File: src/rtl/seq_det_pkg.sv
// Shared types and reset-default configuration for the serial pattern detector.
// Latency: n/a (declarations only).
// Backpressure: n/a.
//
// Contents: FSM state enum, default pattern/length/overlap applied at reset.
package seq_det_pkg;

  typedef enum logic [1:0] {
    IDLE = 2'd0,
    RUN  = 2'd1,
    DONE = 2'd2
  } state_t;

  // Reset-default config: pattern 0110, 4 bits long, overlapping detection.
  localparam logic [31:0] DEF_PATTERN = 32'b0110;
  localparam int          DEF_LEN     = 4;
  localparam logic        DEF_OVERLAP = 1'b1;

endpackage

File: src/rtl/seq_match_window.sv
// Shift window + fill counter + masked compare against a programmable pattern.
// Latency: hit is combinational on the window value the current shift produces.
// Backpressure: none; a bit is consumed on every cycle shift_en is high.
//
// Ports: clk, reset (sync, active-high); shift_en/in_bit shift one bit in;
//        clr_fill empties the fill count on this shift; clr_all clears window and fill;
//        pattern/len select the compared bits; hit flags a match on the next window.
module seq_match_window #(
  parameter int MAX_LEN = 8,
  parameter int LEN_W   = 4
) (
  input  logic               clk,
  input  logic               reset,
  input  logic               shift_en,
  input  logic               in_bit,
  input  logic               clr_fill,
  input  logic               clr_all,
  input  logic [MAX_LEN-1:0] pattern,
  input  logic [LEN_W-1:0]   len,
  output logic               hit
);

  logic [MAX_LEN-1:0] window;
  logic [MAX_LEN-1:0] window_next;
  logic [MAX_LEN-1:0] mask;
  logic [LEN_W-1:0]   fill;
  logic [LEN_W-1:0]   fill_next;

  always_comb begin
    window_next = {window[MAX_LEN-2:0], in_bit};
    // fill saturates at MAX_LEN: it only needs to tell whether len bits are present.
    if (fill >= LEN_W'(MAX_LEN)) fill_next = LEN_W'(MAX_LEN);
    else                         fill_next = fill + LEN_W'(1);
    mask = '0;
    for (int i = 0; i < MAX_LEN; i++) begin
      mask[i] = (i < int'(len));
    end
    hit = shift_en && (fill_next >= len) && (((window_next ^ pattern) & mask) == '0);
  end

  always_ff @(posedge clk) begin
    if (reset || clr_all) begin
      window <= '0;
      fill   <= '0;
    end else if (shift_en) begin
      window <= window_next;
      // Non-overlapping mode empties fill after a hit so consumed bits are never reused.
      fill   <= clr_fill ? '0 : fill_next;
    end
  end

endmodule

File: src/rtl/seq_detect_ctrl.sv
// Programmable serial pattern-detector controller: config regs, IDLE/RUN/DONE FSM, match counter.
// Latency: match pulses 1 cycle after the sampled bit that completes the pattern.
// Backpressure: cfg_ready low outside IDLE (config ignored); in_valid ignored outside RUN.
//
// Ports: clk, reset (sync, active-high); cfg_valid/cfg_ready handshake with cfg_pattern,
//        cfg_len, cfg_overlap, cfg_target and cfg_err (reject pulse); start/stop run control;
//        in_valid/in serial stream; match pulse, match_count, busy (RUN), done (DONE).
module seq_detect_ctrl
  import seq_det_pkg::*;
#(
  parameter int MAX_LEN = 8,
  parameter int LEN_W   = 4,
  parameter int CNT_W   = 8
) (
  input  logic               clk,
  input  logic               reset,
  input  logic               cfg_valid,
  output logic               cfg_ready,
  input  logic [MAX_LEN-1:0] cfg_pattern,
  input  logic [LEN_W-1:0]   cfg_len,
  input  logic               cfg_overlap,
  input  logic [CNT_W-1:0]   cfg_target,
  output logic               cfg_err,
  input  logic               start,
  input  logic               stop,
  input  logic               in_valid,
  input  logic               in,
  output logic               match,
  output logic [CNT_W-1:0]   match_count,
  output logic               busy,
  output logic               done
);

  state_t             state;
  logic [MAX_LEN-1:0] pat_q;
  logic [LEN_W-1:0]   len_q;
  logic               ovl_q;
  logic [CNT_W-1:0]   tgt_q;

  logic               cfg_accept;
  logic               len_ok;
  logic               go_run;
  logic               shift_en;
  logic               hit;
  logic [CNT_W-1:0]   count_inc;
  logic               target_hit;

  assign cfg_ready  = (state == IDLE);
  assign cfg_accept = cfg_valid && cfg_ready;
  assign len_ok     = (cfg_len != '0) && (cfg_len <= LEN_W'(MAX_LEN));

  // stop beats start; start while already running is not a restart.
  assign go_run   = start && !stop && (state != RUN);
  // A bit arriving together with stop is dropped.
  assign shift_en = (state == RUN) && in_valid && !stop;

  assign count_inc  = (match_count == '1) ? match_count : match_count + CNT_W'(1);
  // A saturated count never reaches a larger target, so the run simply continues.
  assign target_hit = (tgt_q != '0) && (count_inc == tgt_q);

  seq_match_window #(
    .MAX_LEN (MAX_LEN),
    .LEN_W   (LEN_W)
  ) u_window (
    .clk      (clk),
    .reset    (reset),
    .shift_en (shift_en),
    .in_bit   (in),
    .clr_fill (hit && !ovl_q),
    .clr_all  (go_run),
    .pattern  (pat_q),
    .len      (len_q),
    .hit      (hit)
  );

  always_ff @(posedge clk) begin
    if (reset) begin
      state       <= IDLE;
      pat_q       <= DEF_PATTERN[MAX_LEN-1:0];
      len_q       <= LEN_W'(DEF_LEN);
      ovl_q       <= DEF_OVERLAP;
      tgt_q       <= '0;
      match       <= 1'b0;
      match_count <= '0;
      busy        <= 1'b0;
      done        <= 1'b0;
      cfg_err     <= 1'b0;
    end else begin
      match   <= 1'b0;
      cfg_err <= cfg_accept && !len_ok;

      if (cfg_accept && len_ok) begin
        pat_q <= cfg_pattern;
        len_q <= cfg_len;
        ovl_q <= cfg_overlap;
        tgt_q <= cfg_target;
      end

      case (state)
        IDLE: begin
          if (go_run) begin
            state       <= RUN;
            busy        <= 1'b1;
            match_count <= '0;
          end
        end
        RUN: begin
          if (stop) begin
            state <= IDLE;
            busy  <= 1'b0;
          end else if (hit) begin
            match       <= 1'b1;
            match_count <= count_inc;
            if (target_hit) begin
              state <= DONE;
              busy  <= 1'b0;
              done  <= 1'b1;
            end
          end
        end
        DONE: begin
          if (stop) begin
            state <= IDLE;
            done  <= 1'b0;
          end else if (start) begin
            state       <= RUN;
            busy        <= 1'b1;
            done        <= 1'b0;
            match_count <= '0;
          end
        end
        default: begin
          state <= IDLE;
          busy  <= 1'b0;
          done  <= 1'b0;
        end
      endcase
    end
  end

endmodule
File: config.mk
export PLATFORM = sky130hd
export DESIGN_NAME = seq_detect_ctrl
export DESIGN_NICKNAME = d
export VERILOG_FILES = /design/src/rtl/seq_det_pkg.sv /design/src/rtl/seq_match_window.sv /design/src/rtl/seq_detect_ctrl.sv
export SDC_FILE = /design/constraint.sdc
export NUM_CORES = 1
export LEC_CHECK = 0
export ABC_AREA = 1
export BUFFER_PORTS_ARGS = -buffer_cell sky130_fd_sc_hd__buf_2
export CORE_MARGIN = 3
export CORE_UTILIZATION = 60
export DETAILED_ROUTE_END_ITERATION = 8
export PLACE_DENSITY_LB_ADDON = 0.2
export SYNTH_ARGS = -nofsm -noshare
export SYNTH_HDL_FRONTEND = slang
export SYNTH_HIERARCHICAL = 1
export SYNTH_SLANG_ARGS = --single-unit
File: constraint.sdc
create_clock -name clk -period 5.65 [get_ports clk]
set_clock_uncertainty 0.2 [all_clocks]
set_input_delay 0 -clock clk [delete_from_list [all_inputs] [get_ports clk]]
set_output_delay 0 -clock clk [all_outputs]
set_load 0.02 [all_outputs]
==> results.cfg <==
[clock_tree]
cts.sinks = 46
cts_max_path_buffers = 2
clk_pin_slew_worst_paths_ns = 0.08
clk_latency_ns = 0.30
cts_tree = built
cts_max_level = 2
cts_root_buffer = clkbuf_8
cts_buffers = 5

[run]
max-cap-violations = 0

[synthesis]
synth_cell_types = 28
synthesis.area_sq_um = 2480
syn_inst = 387
synth_fp_nets = 422
synth_warnings = 6
synth_top_area_share_pct = 37.1
ys_seq_elements = 46
synth.largest_area_cell = dfxtp_1
synth.top_cells.by_area = dfxtp_1, nand2_1, nor2_1
avgSynthCellArea_sq_um = 6.42
ys_seq_area_share_pct = 37.1

[worst_setup_path]
end_kind = flop
critPathMaxStageDelay_ns = 0.56
required_ns = 5.63
critPathLaunchType = flop
crit_path_cell_trace = inv_1 -> nor2_1 -> nand2_1 -> nor2_1 -> nand2_1 -> nor2_1 -> nand2_1 -> nor2_2 -> inv_1 -> nor3_1 -> nor2_1 -> nand2_1 -> a21oi_1 -> dlygate4sd3_1
crit_arrival_ns = 3.43
cp_max_fo = 11
critPathSlowestCell = dlygate4sd3_1
path_delay_family = simple AND/OR/NAND/NOR gates
cp_num_buf_inv = 3
path_class = flop to flop

[sta]
setup_viol = 0
maxSlewViolCount = 0
holdWs_ns = 0.276
tightest_slew_ns = 0.763
tns_ns = 0
final_hold_viol_count = 0
period_share_pct = 61.1
rsz0062_at_grt = false
relSlewSlack_pct = 48.9
fmax_ghz = 0.290
fin_crit_ns = 3.45

[floorplan]
rows = 22
dieArea_sq_um = 4950
die-width_um = 70.3
io_pins = 41
coreArea_sq_um = 3830
initial_core_util_pct = 64.9
die_h_um = 70.3

[layout]
num_antenna_cells = 0
fin_area_sq_um = 3110
final_nets = 490
drive_gt1_share_pct = 13.4
area_growth_syn_to_layout_pct = 25.4

[placed_design]
globalplace.congestion = 0.939
io_buffer_count = 40
dp_hpwl_um = 4380
place_area_sq_um = 2690

[power]
vdd_drop_max_mv = 0.212
powerDensity_nw_per_um2 = 224
p_leak_uw = 0.00145

[routing]
drc = 0
num_vias = 2653
totalWireLength_um = 6720
detail_route.vias_per_cell = 5.26
wire_per_inst_um = 13.3
drt_pass1_iterations = 5
detail-route-antenna-nets = 0
drt_iter0_drc = 308

[global_routing]
grt_pass1_vias = 2394
grt_usage_pct = 27.6
grt_pass1_wl_um = 10800
grt_overflow = 0
grt_max_degree = 30
antenna_found_initial = 0

[worst_hold_path]
hp-class = flop to flop

[outcome]
outcome = complete, no violations
==> final cells by class <==
type / count / area, sq um
multi-input cells: 282 / 1330
fillers: 267 / 712
clock inverters: 2 / 37.5
well taps: 48 / 60.1
flip-flops and latches: 46 / 921
inverters: 49 / 184
repair buffers: 71 / 510
clock buffers: 6 / 72.6
==> worst register-to-register path, cell delays in order, from the launching register on <==
cell           delay (ns)
dfxtp_1              0.39
inv_1                0.06
nor2_1               0.17
nand2_1              0.08
nor2_1               0.54
nand2_1              0.14
nor2_1               0.12
nand2_1              0.07
nor2_2               0.16
inv_1                0.08
nor3_1               0.43
nor2_1               0.19
nand2_1              0.10
a21oi_1              0.06
dlygate4sd3_1        0.56
==> state kept, by name, summed over array words and instances (netlist names) <==
signal	cells
u_window/window	7
ovl_q	1
match	1
len_q	4
tgt_q	8
match_count	8
u_window/fill	4
busy	1
done	1
cfg_err	1
state	2
pat_q	8
==> per-layer routing <==
layer | vias up | wire (um) | GRT usage [%]
met5 | - | 0 | 0
met3 | 15 | 470 | 4.89
li1 | 1358 | - | -
met1 | 1169 | 2920 | 35.5
met4 | 0 | 145 | 9.79
met2 | 111 | 3180 | 45.8
==> report_power, final <==
group	switching [uW]	total, uW	leakage, uW	internal (uW)
combinational	60.8	106	0.00102	45.3
sequential	11.8	350	0.000375	338
clock	108	240	0.0000514	132
==> path summary, 6_finish.rpt <==
check,from,end,slack (ns),cells past startpoint
hold / removal,busy,busy,0.28,2
setup reg to reg,state[0],match_count[3],2.20,14
hold reg to reg,busy,busy,0.28,2
setup / recovery,state[0],match_count[3],2.20,14
==> repair_timing <==
action / 4_1_cts / 5_1_grt
setup buffers: 0 / 0
gates resized for setup: 0 / 0
hold buffers: 31 / 0
hold endpoints to repair: 33 / 0
==> cell families after synthesis <==
group	Yosys count	share of synthesized area [%]
and+or+nand+nor	209	35.3
AOI/OAI and AO/OA	60	12.6
buffers and inverters	59	9.42
DFF	46	37.1
adders and majority gates	7	3.53
xor gates and xnor gates	6	2.12
==> layout by cell type (no fill, tap or decap), types with 4 or more instances in the layout <==
cell type,instances
nand4_1,4
clkbuf_8,5
nand2_2,4
dlygate4sd3_1,31
inv_1,47
buf_2,40
o21ai_0,25
dfxtp_1,46
xnor2_1,4
nor2_2,7
ha_1,7
a21oi_1,29
nand2_1,108
nand3_1,28
nor2_1,52
==> Yosys cell counts, drive strengths merged <==
| master | instances |
|---|---|
| nand2 | 112 |
| nor2 | 60 |
| inv | 49 |
| dfxtp | 46 |
| a21oi | 29 |
| nand3 | 28 |
| o21ai | 26 |
| clkbuf | 7 |
| ha | 7 |
| nand4 | 4 |
| xnor2 | 4 |
| buf | 3 |
| nor3 | 2 |
| o22ai | 2 |
| or2 | 2 |
| xor2 | 2 |
| a32o | 1 |
| nor3b | 1 |
| o211ai | 1 |
| o21bai | 1 |
==> stage by stage <==
stage / cells / utilization [%] / worst slack, ns / total power (uW)
CTS: 504 / 81.4 / 2.31 / 695
global route: 504 / 81.4 / 1.96 / 723
detailed placement: 465 / 70.4 / 2.80 / 443
finish: 504 / 81.4 / 2.20 / 696
global placement: 465 / 70.4 / 2.92 / 440
floorplan: 387 / - / 3.11 / 416
(Power assumes the default switching activity.)
